[src/rtl/frame_reader_if.sv]
// Pixel stream, SRAM read bus and control for frame_reader, bundled in one interface.
// The master side is the reader. The slave side is the SRAM and display environment.
interface frame_reader_if;
    logic        start;
    logic        sel_dehazed;
    logic [15:0] SRAM_DATA;
    logic [19:0] SRAM_ADDR;
    logic        SRAM_WRITE;
    logic [23:0] o_pixel;
    logic        o_valid;
    logic        i_ready;
    logic        o_sof;
    logic        o_eol;
    logic        o_finish;
    logic [1:0]  state;

    // Stream handshake: a pixel transfers on a rising edge where o_valid && i_ready.
    // o_pixel, o_sof and o_eol stay stable while o_valid && !i_ready.
    modport master (
        input  start, sel_dehazed, SRAM_DATA, i_ready,
        output SRAM_ADDR, SRAM_WRITE, o_pixel, o_valid, o_sof, o_eol, o_finish, state
    );

    modport slave (
        output start, sel_dehazed, SRAM_DATA, i_ready,
        input  SRAM_ADDR, SRAM_WRITE, o_pixel, o_valid, o_sof, o_eol, o_finish, state
    );
endinterface

[src/rtl/frame_reader.sv]
// Streams a stored frame out of SRAM as raster-order 24-bit RGB pixels.
// Each pixel takes three consecutive word reads, one per channel, then waits for the handshake.
module frame_reader #(
    parameter int BASE_ADDR = 0,
    parameter int H_PIXEL   = 320,
    parameter int V_PIXEL   = 480
) (
    input  logic           clk,
    input  logic           rst,
    frame_reader_if.master bus
);
    localparam int CW = $clog2(H_PIXEL + 1);
    localparam int RW = $clog2(V_PIXEL + 1);

    localparam logic [1:0] S_IDLE   = 2'd0;
    localparam logic [1:0] S_FETCH  = 2'd1;
    localparam logic [1:0] S_OUT    = 2'd2;
    localparam logic [1:0] S_FINISH = 2'd3;

    localparam logic [19:0]   BASE     = 20'(BASE_ADDR);
    localparam logic [CW-1:0] COL_LAST = CW'(H_PIXEL - 1);
    localparam logic [RW-1:0] ROW_LAST = RW'(V_PIXEL - 1);

    logic [1:0]    state;
    logic [1:0]    ch;
    logic [CW-1:0] col;
    logic [RW-1:0] row;
    logic          sel;
    logic [7:0]    r_byte;
    logic [7:0]    g_byte;
    logic [7:0]    data_byte;
    logic [19:0]   addr;
    logic [23:0]   pixel;
    logic          valid;
    logic          sof;
    logic          eol;
    logic          finish;

    assign data_byte      = sel ? bus.SRAM_DATA[15:8] : bus.SRAM_DATA[7:0];
    assign bus.SRAM_WRITE = 1'b0;
    assign bus.SRAM_ADDR  = addr;
    assign bus.o_pixel    = pixel;
    assign bus.o_valid    = valid;
    assign bus.o_sof      = sof;
    assign bus.o_eol      = eol;
    assign bus.o_finish   = finish;
    assign bus.state      = state;

    always_ff @(posedge clk) begin
        if (rst) begin
            state  <= S_IDLE;
            ch     <= 2'd0;
            col    <= '0;
            row    <= '0;
            sel    <= 1'b0;
            r_byte <= 8'd0;
            g_byte <= 8'd0;
            addr   <= BASE;
            pixel  <= 24'd0;
            valid  <= 1'b0;
            sof    <= 1'b0;
            eol    <= 1'b0;
            finish <= 1'b0;
        end else begin
            case (state)
                S_IDLE, S_FINISH: begin
                    if (bus.start) begin
                        sel    <= bus.sel_dehazed;
                        addr   <= BASE;
                        ch     <= 2'd0;
                        col    <= '0;
                        row    <= '0;
                        finish <= 1'b0;
                        state  <= S_FETCH;
                    end
                end
                S_FETCH: begin
                    // SRAM data belongs to the address driven this cycle.
                    addr <= addr + 20'd1;
                    case (ch)
                        2'd0: begin
                            r_byte <= data_byte;
                            ch     <= 2'd1;
                        end
                        2'd1: begin
                            g_byte <= data_byte;
                            ch     <= 2'd2;
                        end
                        default: begin
                            pixel <= {r_byte, g_byte, data_byte};
                            valid <= 1'b1;
                            sof   <= (row == '0) && (col == '0);
                            eol   <= (col == COL_LAST);
                            ch    <= 2'd0;
                            state <= S_OUT;
                        end
                    endcase
                end
                S_OUT: begin
                    if (bus.i_ready) begin
                        valid <= 1'b0;
                        sof   <= 1'b0;
                        eol   <= 1'b0;
                        if (col == COL_LAST) begin
                            col <= '0;
                            row <= row + 1'b1;
                            if (row == ROW_LAST) begin
                                finish <= 1'b1;
                                state  <= S_FINISH;
                            end else begin
                                state <= S_FETCH;
                            end
                        end else begin
                            col   <= col + 1'b1;
                            state <= S_FETCH;
                        end
                    end
                end
                default: state <= S_IDLE;
            endcase
        end
    end
endmodule

[src/flat_wrapper.sv]
// flat-port wrapper written by rule: the top's interface ports become plain ports
module frame_reader_flat 
#(
    parameter int BASE_ADDR = 0,
    parameter int H_PIXEL   = 320,
    parameter int V_PIXEL   = 480
)
  (clk, rst, bus_start, bus_sel_dehazed, bus_SRAM_DATA, bus_i_ready, bus_SRAM_ADDR, bus_SRAM_WRITE, bus_o_pixel, bus_o_valid, bus_o_sof, bus_o_eol, bus_o_finish, bus_state);
  frame_reader_if bus_i ();
  input  logic clk;
  input  logic rst;
  input wire logic [$bits(bus_i.start)-1:0] bus_start;
  input wire logic [$bits(bus_i.sel_dehazed)-1:0] bus_sel_dehazed;
  input wire logic [$bits(bus_i.SRAM_DATA)-1:0] bus_SRAM_DATA;
  input wire logic [$bits(bus_i.i_ready)-1:0] bus_i_ready;
  output wire logic [$bits(bus_i.SRAM_ADDR)-1:0] bus_SRAM_ADDR;
  output wire logic [$bits(bus_i.SRAM_WRITE)-1:0] bus_SRAM_WRITE;
  output wire logic [$bits(bus_i.o_pixel)-1:0] bus_o_pixel;
  output wire logic [$bits(bus_i.o_valid)-1:0] bus_o_valid;
  output wire logic [$bits(bus_i.o_sof)-1:0] bus_o_sof;
  output wire logic [$bits(bus_i.o_eol)-1:0] bus_o_eol;
  output wire logic [$bits(bus_i.o_finish)-1:0] bus_o_finish;
  output wire logic [$bits(bus_i.state)-1:0] bus_state;
  assign bus_i.start = bus_start;
  assign bus_i.sel_dehazed = bus_sel_dehazed;
  assign bus_i.SRAM_DATA = bus_SRAM_DATA;
  assign bus_i.i_ready = bus_i_ready;
  assign bus_SRAM_ADDR = bus_i.SRAM_ADDR;
  assign bus_SRAM_WRITE = bus_i.SRAM_WRITE;
  assign bus_o_pixel = bus_i.o_pixel;
  assign bus_o_valid = bus_i.o_valid;
  assign bus_o_sof = bus_i.o_sof;
  assign bus_o_eol = bus_i.o_eol;
  assign bus_o_finish = bus_i.o_finish;
  assign bus_state = bus_i.state;
  frame_reader #(.BASE_ADDR(BASE_ADDR), .H_PIXEL(H_PIXEL), .V_PIXEL(V_PIXEL)) u_core (.clk(clk), .rst(rst), .bus(bus_i));
endmodule
[config.mk]
export PLATFORM = sky130hd
export DESIGN_NAME = frame_reader_flat
export DESIGN_NICKNAME = d
export VERILOG_FILES = /design/src/rtl/frame_reader_if.sv /design/src/rtl/frame_reader.sv /design/src/flat_wrapper.sv
export SDC_FILE = /design/constraint.sdc
export NUM_CORES = 1
export LEC_CHECK = 0
export BUFFER_PORTS_ARGS = -buffer_cell sky130_fd_sc_hd__buf_2
export CORE_ASPECT_RATIO = 0.7
export CORE_MARGIN = 2
export CORE_UTILIZATION = 59
export DETAILED_ROUTE_END_ITERATION = 12
export PLACE_DENSITY = 0.92
export SLEW_MARGIN = 20
export SYNTH_ARGS = -nofsm -noshare
export SYNTH_HDL_FRONTEND = slang
export SYNTH_SLANG_ARGS = --single-unit
[constraint.sdc]
create_clock -name clk -period 3.2 [get_ports clk]
set_input_delay 0.48 -clock clk [delete_from_list [all_inputs] [get_ports clk]]
set_output_delay 0.48 -clock clk [all_outputs]
set_load 0.02 [all_outputs]
==> impl_metrics.toml <==
[clocking]
cts_tree = "built"
htree_levels = 3
cts-root-buf = "clkbuf_8"
cts_sinks = 87
insertion_delay_ps = 370
clk_pin_slew_worst_paths_ps = 100
cts_made_buffers = 9
clock_path_buffers = 2
cts_hold_buffers = 0
cts_resized = 0
postCtsSetupBuffers = 0

[synth]
syn_nets = 481
synth_cell_types = 49
synth_common_cells = "87 x dfxtp_1, 58 x nand2_1, 49 x nor2_1"
synth-seq-cells = 87
yosysTopAreaCellShare_pct = 44.8
synth_area_leaders = "dfxtp_1 45%, nand2_1 5.6%, a21oi_1 5.5%, a211oi_1 4.8%, nor2_1 4.7%"
yosysWarningCount = 0
syn_area_per_cell_um2 = 8.59
async_flop_share_pct = 0
syn-cell-area_um2 = 3880
synth_most_common_cell = "dfxtp_1"
synth_flop_cell = "dfxtp_1"
synth_edf_count = 0
synthCells = 452
yosysTopAreaCell = "dfxtp_1"
seq_area_frac_synth_pct = 44.8

[worst_setup_path]
r2r_slack_ps = 830
critPathLaunchType = "flip-flop"
rr_startpoint = "u_core.bus.state[0]"
max_stage_delay_ps = 820
crit_top_cell = "nor2_1"
cp.required_ps = 3470
path_buf_inv = 0
criticalPathCategory = "reg2reg"
reg2reg_to = "u_core.r_byte[1]"
reg2regPathDepth = 5
crit_path_max_fanout = 17
crit_chain = "ha_1 > nand2b_1 > nor2_1 > nor2_1 > a211oi_1"
arrival_ps = 2640
cp_top_family = "simple AND/OR/NAND/NOR gates"
crit_path_end_kind = "flip-flop"
critPathSlowestCell = "nor2_1"

[final_layout]
drive_above_1_share_pct = 18.7
nets = 538
areaGrowthSynthToFinish_pct = 14.0
diodes = 0

[timing]
clock_skew_ps = 8.44
fin_crit_ps = 2370
fmax_ghz = 0.422
final_hold_viol_count = 0
slew_headroom_pct = 31.4
final.setup.tns_ps = 0
worst_slew_pin_slew_ps = 1020
setup_viol_count_final = 0
finalCritPeriodShare_pct = 74.0
slew_violations = 0
rsz0062_at_grt = "no"
setup_ws_ps = 832

[power_and_ir_drop]
leakagePower_nw = 1.65
irDropWorstVdd_uv = 289
power_density_nw_per_um2 = 492

[drt]
routed_wl_um = 9790
vias = 3696
drt_iter0_markers = 375
viasPerCell = 6.24
avgRoutedWirePerCell_um = 16.5
drtPass1Iterations = 5
ant_nets = 0
route.detailed.drc = 0

[placed_design]
port_buffers = 70
post-dp-hpwl_um = 6710
place_ws_ps = 939
place_congestion = 0.936

[grt]
grt_pass1_wl_um = 15900
grt_pass1_vias = 3312
antenna_found_initial = 0
grt_usage_pct = 27.9
grt_overflow = 0
grt_max_degree = 67

[die]
dieArea_um2 = 7260
core.rowCount = 24
core_um2 = 6310
pin_count = 72
start_util_pct = 61.6
fp.dieW_um = 101
die_y_um = 71.9

[job]
cap_viol_max_count = 0

[worst_hold_path]
worst_hold_path.endpoint = "u_core.sel"
hold_start = "bus_sel_dehazed"
min_path_type = "in2reg"
holdPathStages = 3

[outcome]
status = "completed"
power breakdown:
part           leakage [nW]  internal, mW  total, mW  switching, mW
combinational         0.845        0.0833      0.267          0.184
clock                 0.103         0.312      0.763          0.451
sequential            0.703          1.12       1.15         0.0295
total                  1.65          1.51       2.18          0.665
cell families (layout without fill, tap and decap cells):
group                      Yosys count  after routing  synth area share, %
xor gates and xnor gates            16             16                 3.61
muxes                               13             13                 3.51
and+or+nand+nor                    197            197                 25.9
AOI/OAI and AO/OA                   96             96                 15.8
DFF                                 87             87                 44.8
buffers and inverters               34             96                 3.74
other                                1              1               0.0966
adders and majority gates            8              8                 2.58
how the worst max path moves through the flow:
stage / cells past startpoint / start / slack [ps] / endpoint
2_1_floorplan: 8 / u_core.bus.state[0] / 1110 / u_core.row[4]
3_3_place_gp: 5 / u_core.bus.state[0] / 1110 / u_core.g_byte[5]
3_5_place_dp: 5 / u_core.bus.state[0] / 940 / u_core.r_byte[1]
4_1_cts: 5 / u_core.bus.state[0] / 880 / u_core.r_byte[1]
5_1_grt: 5 / u_core.bus.state[0] / 620 / u_core.r_byte[2]
6_report: 5 / u_core.bus.state[0] / 830 / u_core.r_byte[1]
state kept, by name (all words and copies together), names as in the netlist:
signal	cells
u_core.bus.o_sof	1
u_core.row	9
u_core.sel	1
u_core.g_byte	8
u_core.bus.SRAM_ADDR	20
u_core.ch	2
u_core.bus.o_valid	1
u_core.bus.o_eol	1
u_core.bus.state	2
u_core.r_byte	8
u_core.col	9
u_core.bus.o_pixel	24
u_core.bus.o_finish	1
area by class of cell:
cell class / count / area [µm²]
clock buffer: 9 / 124
clock inverter: 7 / 71.3
fill: 500 / 1880
inverter: 9 / 33.8
multi-input combinational: 331 / 2000
sequential: 87 / 1740
tap: 78 / 97.6
timing repair buffer: 71 / 360
worst min-delay path, cell delays in order:
cell and delay, ps:
buf_2 110, nand3_1 70, a21oi_1 60
layer usage:
layer | vias to the layer above | routed length, µm | GRT usage (%) | part of all wire (%)
li1 | 1738 | - | - | -
met1 | 1746 | 4210 | 35.7 | 43
met2 | 180 | 4530 | 45.0 | 46
met3 | 32 | 826 | 8.88 | 8.4
met4 | 0 | 223 | 9.61 | 2.3
met5 | - | 0 | 0 | 0
stage by stage:
stage / util (%) / std cells / total power, mW / hold slack (ps) / area, µm²
final: 70.2 / 592 / 2.18 / 382 / 4430
after global routing: 70.2 / 592 / 2.26 / 381 / 4430
after CTS: 70.1 / 592 / 2.18 / 373 / 4420
after detailed placement: 67.0 / 576 / 1.43 / 444 / 4230
after global placement: 67.0 / 576 / 1.41 / 438 / 4230
after floorplan: - / 452 / 1.36 / 432 / 3880
cells in the final DEF, fill, tap and decap left out, drive strengths merged, types with 11 or more instances in the layout:
cell | netlist | final
nor4 | 11 | 11
inv | 9 | 16
a211oi | 25 | 25
or4 | 11 | 11
nand4 | 14 | 14
a21oi | 43 | 43
mux2i | 11 | 11
dfxtp | 87 | 87
buf | 8 | 71
nand3 | 14 | 14
nand2 | 59 | 59
nor2 | 49 | 49
(Power assumes the default switching activity.)
